==> src/rtl/fp_add_arbiter.sv <==
// fp_add_arbiter: two-requester round-robin arbiter feeding a saturating fixed-point adder with a one-entry result register
module fp_add_arbiter #(
   parameter int W_in   = 16,
   parameter int W_in_F = 14
) (
   input  logic            clk,
   input  logic            rst,
   input  logic            req0_valid,
   input  logic [W_in-1:0] req0_a,
   input  logic [W_in-1:0] req0_b,
   output logic            req0_ready,
   input  logic            req1_valid,
   input  logic [W_in-1:0] req1_a,
   input  logic [W_in-1:0] req1_b,
   output logic            req1_ready,
   output logic            res_valid,
   input  logic            res_ready,
   output logic [W_in-1:0] res_sum,
   output logic            res_id,
   output logic            res_overflow,
   output logic            res_underflow
);
   typedef enum logic {EMPTY, FULL} state_t;
   state_t          state;
   logic            last_grant;
   logic            can_accept;
   logic            grant0;
   logic            grant1;
   logic            accept;
   logic [W_in-1:0] a;
   logic [W_in-1:0] b;
   logic [W_in:0]   s;
   logic            ovf;
   logic            unf;

   // Operands and result share one binary point, so the format only has to leave room for a sign bit
   if (W_in_F >= W_in) begin : g_fmt_check
      $error("fp_add_arbiter: W_in_F must be smaller than W_in");
   end

   assign res_valid = state == FULL;

   // Round-robin grant, ready gating and the sign-extended saturating sum of the granted pair
   always_comb begin
      can_accept = state == EMPTY || res_ready;
      grant0     = req0_valid && (!req1_valid || last_grant);
      grant1     = req1_valid && (!req0_valid || !last_grant);
      req0_ready = grant0 && can_accept && !rst;
      req1_ready = grant1 && can_accept && !rst;
      accept     = req0_ready || req1_ready;
      a          = req1_ready ? req1_a : req0_a;
      b          = req1_ready ? req1_b : req0_b;
      s          = {a[W_in-1], a} + {b[W_in-1], b};
      ovf        = !s[W_in] && s[W_in-1];
      unf        = s[W_in] && !s[W_in-1];
   end

   // Output FSM and result register: load on accept, empty on a drain with nothing new
   always_ff @(posedge clk) begin
      if (rst) begin
         state         <= EMPTY;
         last_grant    <= 1'b1;
         res_sum       <= '0;
         res_id        <= 1'b0;
         res_overflow  <= 1'b0;
         res_underflow <= 1'b0;
      end else if (accept) begin
         state         <= FULL;
         last_grant    <= req1_ready;
         res_id        <= req1_ready;
         res_overflow  <= ovf;
         res_underflow <= unf;
         res_sum       <= ovf ? {1'b0, {(W_in-1){1'b1}}} : unf ? {1'b1, {(W_in-1){1'b0}}} : s[W_in-1:0];
      end else if (res_ready) begin
         state <= EMPTY;
      end
   end
endmodule

==> config.mk <==
export PLATFORM = sky130hd
export DESIGN_NAME = fp_add_arbiter
export DESIGN_NICKNAME = d
export VERILOG_FILES = /design/src/rtl/fp_add_arbiter.sv
export SDC_FILE = /design/constraint.sdc
export NUM_CORES = 1
export LEC_CHECK = 0
export ABC_AREA = 1
export CELL_PAD_IN_SITES_DETAIL_PLACEMENT = 0
export CELL_PAD_IN_SITES_GLOBAL_PLACEMENT = 2
export CORE_UTILIZATION = 22
export CTS_BUF_LIST = sky130_fd_sc_hd__clkbuf_8 sky130_fd_sc_hd__clkbuf_16
export DETAILED_ROUTE_END_ITERATION = 12
export PLACE_DENSITY = 0.79
export SKIP_CTS_REPAIR_TIMING = 1
export SYNTH_ARGS = -nofsm -noshare
export SYNTH_HDL_FRONTEND = slang
export SYNTH_SLANG_ARGS = --single-unit
export TNS_END_PERCENT = 50
==> constraint.sdc <==
create_clock -name clk -period 3.9 [get_ports clk]
set_input_delay 0.78 -clock clk [delete_from_list [all_inputs] [get_ports clk]]
set_output_delay 0.78 -clock clk [all_outputs]
set_load 0.1 [all_outputs]
## Word level (Yosys, flattened, before mapping)

Cells that the tools add are included.

| word-level totals | value |
|---|---|
| register bits after elaboration | 21 |
| bits in latches | 0 |
| memory bits (writable) | 0 |
| bits in read-only memories | 0 |
| output and inout bits | 22 |
| memories kept | 0 |

| cells by class | value |
|---|---|
| add/sub/neg operators | 1 |
| multipliers | 0 |
| divide/modulo/power cells | 0 |
| $lt $le $gt $ge | 0 |
| equal/unequal tests | 0 |
| shift-type cells | 0 |
| muxes and demuxes | 6 |
| bitwise logic cells | 1 |
| reductions and logical operators | 19 |

Operators by type and width:

| kind | number |
|---|---|
| $mux W16 | 4 |
| $add A16 B16 Y17 | 1 |
| $logic_and A1 B1 Y1 | 8 |
| $logic_not A1 Y1 | 6 |
| $logic_or A1 B1 Y1 | 4 |
| $mux W1 | 2 |
| $reduce_bool A2 Y1 | 1 |
| $not A1 Y1 | 1 |

## Longest topological paths before layout

Gate-level depths: netlist (run 1).

| logic depth | value |
|---|---|
| depth after elaboration | 11 |
| gate-level depth with buffers | 26 |
| gate-level depth less buffers | 24 |

## Worst setup path before layout (run 1)

Ideal clock, no wire load.

| timing | value |
|---|---|
| path type | in2reg |
| from | input rst |
| to | register res_sum[10] |
| setup time | 109 ps |
| arrival | 3,734 ps |
| path slack | 57 ps |
| stages | 18 |
| path buffers | 2 |
| cell sequence | inv_2 nand4_4 inv_2 clkbuf_1 nand2_1 nand2_1 ha_1 a21oi_1 nand2_1 a21oi_1 nand3_1 nand2_2 nand2_4 buf_6 nand2_1 nand3_2 nand2_1 inv_1 |

| on the way | value |
|---|---|
| longest elaborated chain between the ends | 8 |
| elaborated cells on any way between the ends | 13 |

RTL lines:

| item | line | text |
|---|---|---|
| start: declaration | 7 | `input logic rst,` |
| $logic_not A1 Y1 * | 49 | `req1_ready = grant1 && can_accept && !rst;` |
| $logic_and A1 B1 Y1 * | 49 |  |
| named net req1_ready | 15 | `output logic req1_ready,` |
| $mux W16, on equally long branches | 51, 52 |  |
| $add A16 B16 Y17 | 53 | `s = {a[W_in-1], a} + {b[W_in-1], b};` |
| $logic_not A1 Y1 | 55 | `unf = s[W_in] && !s[W_in-1];` |
| $logic_and A1 B1 Y1 | 55 |  |
| $mux W16 (2 in a row) | 73 | `res_sum <= ovf ? {1'b0, {(W_in-1){1'b1}}} : unf ? {1'b1, {(W_in-1){1'b0}}} : s[W_in-1:0];` |
| end signal: assignment | 73 |  |
| end: declaration | 18 | `output logic [W_in-1:0] res_sum,` |

Mark *: on every way through the listed nets, which the timed path passes. The rest lies on a longest branch.
A chain may end at the register's enable or synchronous reset.

## Final worst setup path (run 1)

| timing | value |
|---|---|
| from | input res_ready |
| to | register res_sum[2] |

| on the way | value |
|---|---|
| longest elaborated chain between the ends | 9 |
| elaborated cells on any way between the ends | 15 |

RTL lines:

| item | line | text |
|---|---|---|
| start: declaration | 17 | `input logic res_ready,` |
| $logic_or A1 B1 Y1 * | 45 | `can_accept = state == EMPTY \|\| res_ready;` |
| $logic_and A1 B1 Y1 (2 in a row) | 49 |  |
| $mux W16, on equally long branches | 51, 52 |  |
| $add A16 B16 Y17 | 53 |  |
| $logic_not A1 Y1 | 55 |  |
| $logic_and A1 B1 Y1 | 55 |  |
| $mux W16 (2 in a row) | 73 |  |

Mark *: on every way between the ends. The rest lies on a longest branch, timed or not.

==> results.yml, run 1 <==
detailed_routing:
  vias_per_cell: 4.22
  drc: 0
  first_pass_iters: 4
  wl_um: 7480
  dr.first_iter.drc_count: 121
  ant_nets: 0
  num_vias: 2847
  wl_per_cell_um: 11.1
setup_path:
  worstPathRequired_ps: 4110
  critical_path.startpoint_type: "primary input"
  path_delay_family: "simple AND/OR/NAND/NOR gates"
  crit_chain: "clkdlybuf4s50_1 > nor2_1 > inv_1 > nand4_4 > inv_2 > nand2_1 > nand2_1 > ha_1 > inv_1 > fa_1 > inv_1 > nand2_1 > nand2_1 > nand3_1 > nand2_1 > nand2_2 > nand2_1 > nand2_1 > nand2_2 > nand3_2 > nand3_1 > nand2_1 > inv_1"
  path_common_cell: "nand2_1"
  critical_path_depth: 23
  crit_fanout: 11
  arrival_ps: 3780
  critPathSlowestCell: "clkdlybuf4s50_1"
  worst-setup-path-type: "primary input to register"
  worstSetupEndpointType: "register"
  path_buf_inv: 6
  slowest_delay_ps: 450
  r2r_cells: 23
cells_and_area:
  num-nets-final: 622
  multiInputGateArea_um2: 1720
  final-instance-count-excl-fill: 675
  area_growth_pct: 47.5
  drive_above_1_share: 0.0897
  antenna_cells: 0
  nFillCells: 1238
  regArea_um2: 420
clock_network:
  root_buffer: "clkbuf_8"
  tritoncts: "yes"
  cts_made_buffers: 3
  cts_htree_levels: 1
  cts_buffer_depth: 2
  cts_num_sinks: 21
  clock_latency_ps: 260
  cts.clk_slew.worst_paths_ps: 80
timing:
  period_share: 0.915
  fin_skew_ps: 5.87
  worstMarginPinSlew_ps: 990
  max_slew_margin: 0.338
  fin_ws_ps: 330
  fmax_mhz: 280
  grt_setup_unrepaired: "false"
  hold_viol_final: 0
  finalCriticalPeriod_ps: 3570
  finalSetupTns_ps: 0
  setup_viol_count_final: 0
  slew_viol_final: 0
logic_synthesis:
  synth_area_leaders: "nand2_1, dfxtp_1, inv_1"
  synth_area_per_cell_um2: 5.55
  ys_seq_area_frac: 0.172
  synth_common_cells: "nand2_1, inv_1, nand3_1, nor2_1, dfxtp_1"
  syn-num-nets: 527
  synth_edf_count: 0
  async_flop_share: 0
  ys_seq_elements: 21
  yosysTopAreaCell: "nand2_1"
  netlist.area_leader.share: 0.324
  yosysUniqueCellTypes: 32
  netlist_instances: 441
  syn-cell-area_um2: 2450
  synth-main-ff-cell: "dfxtp_1"
  yosysMostFrequentCell: "nand2_1"
  ys.warnings.count: 0
worst_hold_path:
  hold_class: "register to register"
  min_path_cells: 2
floorplan:
  core-area_um2: 10800
  chipWidth_um: 107
  die_height_um: 107
  ios: 91
  die_area_um2: 11500
  row_count: 38
  initial_utilization: 0.226
global_routing:
  grt_pass1_wl_um: 12500
  grt_max_degree: 30
  grt_pass1_vias: 2752
  grtUsageTotal: 0.134
  grt_antenna_before_repair: 0
  overflow: 0
outcome:
  outcome: "completed"
place:
  hpwl_um: 6360
  placement.io_buffers: 90
  place_inst: 671
  place.gp.congestion: 0.802
  pre_cts_ws_ps: 29.3
pwr:
  p_leak_nw: 1.95
  power_density_nw_per_um2: 348
  worst_ir_drop_vdd_mv: 0.208
job:
  cap_violations: 0
## per-layer routing
metal  global-route usage  routed length, um  share of wire
met1                0.172               3580           0.48
met2                0.249               3510           0.47
met4              0.00587                  0              0
met5                    0                  0              0
met3               0.0176                388          0.052
## worst min-delay path, cell delays in order, from the launching register on
cell and delay [ps]:
dfxtp_1 320, nand3_1 70, nand2_1 40
## final cells by class
cell class,instances,share of cell area
Multi-Input combinational cell,346,0.478
Clock inverter,1,0.00139
Clock buffer,3,0.0114
Sequential cell,21,0.116
Timing Repair Buffer,102,0.280
Inverter,62,0.0645
Tap cell,140,0.0485
## sequential cells by signal, indices dropped and copies added, names as in the netlist
signal,cells
res_id,1
res_overflow,1
last_grant,1
res_valid,1
res_sum,16
res_underflow,1
## layout by cell type (no fill, tap or decap), types with 2 or more instances in the layout
master	instances
nand2_1	211
clkdlybuf4s50_1	88
inv_1	58
nand3_1	23
nor2_1	22
dfxtp_1	21
a21oi_1	20
ha_1	16
buf_4	12
nand3_2	11
nand2_2	7
nand4_1	6
o21ai_0	5
xnor2_1	5
inv_2	4
or2_2	3
clkbuf_8	3
o21bai_1	2
and2_1	2
o211ai_1	2
buf_12	2
## cell families (layout without fill, tap and decap cells)
| group | after synthesis | after routing | synth area share |
|---|---|---|---|
| simple gates | 293 | 293 | 0.526 |
| buf+inv | 74 | 168 | 0.124 |
| compound gates | 30 | 30 | 0.0670 |
| flops | 21 | 21 | 0.172 |
| fa+ha+maj | 17 | 17 | 0.0900 |
| xor+xnor | 6 | 6 | 0.0215 |
## through the flow
stage	hold WS, ps	utilization	area [um2]	power [mW]
floorplan	488	-	2450	0.879
global placement	461	0.329	3560	1.12
detailed placement	462	0.329	3560	1.12
CTS	474	0.333	3610	1.27
global route	508	0.333	3610	1.36
finish	469	0.333	3610	1.25
## worst paths after layout
path                              endpoint       from  slack [ps]
worst min register to register      res_id     res_id         470
worst max register to register  res_sum[2]  res_valid         920
worst min-delay path                res_id     res_id         470
worst max-delay path            res_sum[2]  res_ready         330
## report_power, final
| part | switching, mW | internal, mW |
|---|---|---|
| registers | 0.0177 | 0.247 |
| logic | 0.557 | 0.288 |
| clock network | 0.0728 | 0.0712 |
(Power assumes the default switching activity.)
==> run 2: changes to the inputs <==
HOLD_SLACK_MARGIN = 0.03   (was default)
==> results of run 2 <==
Final layout, timing and power as in run 1 (identical DEF).
==> run 3: changes to the inputs <==
PLACE_DENSITY = 0.9   (was 0.79)
==> run 3 against run 2 <==
Effect of this change:
- global-route usage is 0.19 points higher
- clock power is essentially flat
- hold slack better by 13 ps
- design area shrank 0.45%
- clock skew shrank 3.1 ps
- critical path depth fell by 1
- largest cell class unchanged
- setup slack gained 170 ps
- register-to-register slack improved by 160 ps
- fmax is 5.1% higher
- die area unchanged
- critical endpoint is now res_sum[13]
- combinational power shrank 0.7%
==> results.yml, run 3 (synthesized netlist as in run 1, its figures left out) <==
global_routing:
  grtUsageTotal: 0.136
  grt_pass1_vias: 2814
  grt_max_degree: 30
  grt_pass1_wl_um: 12800
  overflow: 0
  grt_antenna_before_repair: 0
setup_path:
  critical_path.startpoint_type: "primary input"
  critPathSlowestCell: "clkdlybuf4s50_1"
  worstSetupEndpointType: "register"
  arrival_ps: 3590
  worst-setup-path-type: "primary input to register"
  worstPathRequired_ps: 4090
  crit_chain: "clkdlybuf4s50_1 > nand2_1 > nand4_4 > buf_4 > nand2_1 > nand2_1 > ha_1 > inv_1 > fa_1 > inv_1 > nand2_1 > nand2_1 > nand3_1 > nand2_1 > nand2_2 > nand2_1 > nand2_1 > nand2_2 > nand2_1 > nand2_1 > inv_1 > a21oi_1"
  worstReg2RegEnd: "res_sum[13]"
  slowest_delay_ps: 480
  crit_fanout: 10
  r2r_slack_ps: 1080
  r2r_cells: 23
  r2r_start: "res_valid"
  path_common_cell: "nand2_1"
outcome:
  outcome: "completed"
pwr:
  p_sw_frac: 0.517
  p_int_mw: 0.601
  p_leak_nw: 1.94
  power_density_nw_per_um2: 347
  worst_ir_drop_vdd_mv: 0.150
  pwr-share-clk: 0.113
  comb_power_share: 0.674
  p_sw_mw: 0.644
  pwr-share-seq: 0.214
cells_and_area:
  nFillCells: 1281
  antenna_cells: 0
  regArea_um2: 420
  num-nets-final: 619
  area_growth_pct: 46.8
  multiInputGateArea_um2: 1730
  regMostFlops: "res_sum"
  largest_reg_flops: 16
  final_cell_mix: "nand2_1, clkdlybuf4s50_1, inv_1, nand3_1, nor2_1"
  final_common_cell: "nand2_1"
  drive_above_1_share: 0.0827
floorplan:
  chipWidth_um: 107
  row_count: 38
  die_height_um: 107
  core-area_um2: 10800
  ios: 91
  initial_utilization: 0.226
  die_area_um2: 11500
worst_hold_path:
  hold_class: "register to register"
  worstHoldEndpoint: "res_id"
  min_path_cells: 2
  hp-start: "res_id"
timing:
  setup_viol_count_final: 0
  finalCriticalPeriod_ps: 3400
  max_slew_margin: 0.346
  finalSetupTns_ps: 0
  fmax_mhz: 294
  grt_setup_unrepaired: "false"
  hold_viol_final: 0
  worstMarginPinSlew_ps: 978
  slew_viol_final: 0
  fin_skew_ps: 2.75
  fin_ws_ps: 503
  period_share: 0.871
  hold_ws_ps: 481
clock_network:
  clock_latency_ps: 260
  cts_num_sinks: 21
  cts.clk_slew.worst_paths_ps: 70
  cts_made_buffers: 3
  cts_buffer_depth: 2
  tritoncts: "yes"
  root_buffer: "clkbuf_8"
  cts_htree_levels: 1
detailed_routing:
  drc: 0
  dr.first_iter.drc_count: 134
  wl_per_cell_um: 11.1
  first_pass_iters: 4
  vias_per_cell: 4.18
  num_vias: 2808
  ant_nets: 0
  wl_um: 7460
place:
  pre_cts_ws_ps: 106
  place.gp.congestion: 0.829
  placement.io_buffers: 90
  hpwl_um: 6340
job:
  cap_violations: 0
run 3: cell count changes in the layout (fill, tap and decap cells not counted):
| cell | delta |
|---|---|
| buf_4 | -3 |
| inv_1 | +1 |
| nand3_2 | -1 |
| clkinv_2 | -1 |
| nand3_4 | +1 |
run 3: metrics by stage:
step | area (um2) | utilization | total power [mW] | cells
final | 3590 | 0.331 | 1.25 | 672
after global placement | 3540 | 0.327 | 1.11 | 668
after global routing | 3590 | 0.331 | 1.35 | 672
after CTS | 3590 | 0.331 | 1.26 | 672
after detailed placement | 3540 | 0.327 | 1.11 | 668
after floorplan | 2450 | - | 0.879 | 441
run 3: how the worst max path moves through the flow:
| stage | start | to | slack, ps |
|---|---|---|---|
| 5_1_grt | res_ready | res_sum[9] | 80 |
| 3_3_place_gp | res_ready | res_sum[2] | 140 |
| 2_1_floorplan | rst | res_sum[10] | 60 |
| 3_5_place_dp | res_ready | res_sum[12] | 110 |
| 4_1_cts | res_ready | res_sum[12] | 370 |
| 6_report | req0_valid | res_sum[13] | 500 |
run 3: layer usage:
metal,up-vias,global-route usage,wire [um]
li1,1536,-,-
met1,1203,0.168,3450
met2,63,0.248,3480
met3,6,0.0236,438
met4,0,0.0215,90
met5,-,0,0
run 3: critical path: cells and delay by family:
family	cells	cell delay (ps)
adder cells (fa/ha/maj)	2	540
buffers and inverters	5	910
AND/OR/NAND/NOR	14	1210
AO/OA/AOI/OAI	1	140
run 3: cell type report:
type                            count  area share
Sequential cell                    21       0.117
Inverter                           62      0.0648
Multi-Input combinational cell    346       0.482
Clock inverter                      1     0.00104
Tap cell                          140      0.0487
Clock buffer                        3      0.0115
Timing Repair Buffer               99       0.275
run 3: power by group through the flow:
stage	sequential [mW]	clock [mW]	combinational, mW
finish	0.266	0.141	0.839
global route	0.270	0.154	0.925
CTS	0.267	0.146	0.847
detailed placement	0.271	0	0.844
global placement	0.271	0	0.843
floorplan	0.496	0	0.383
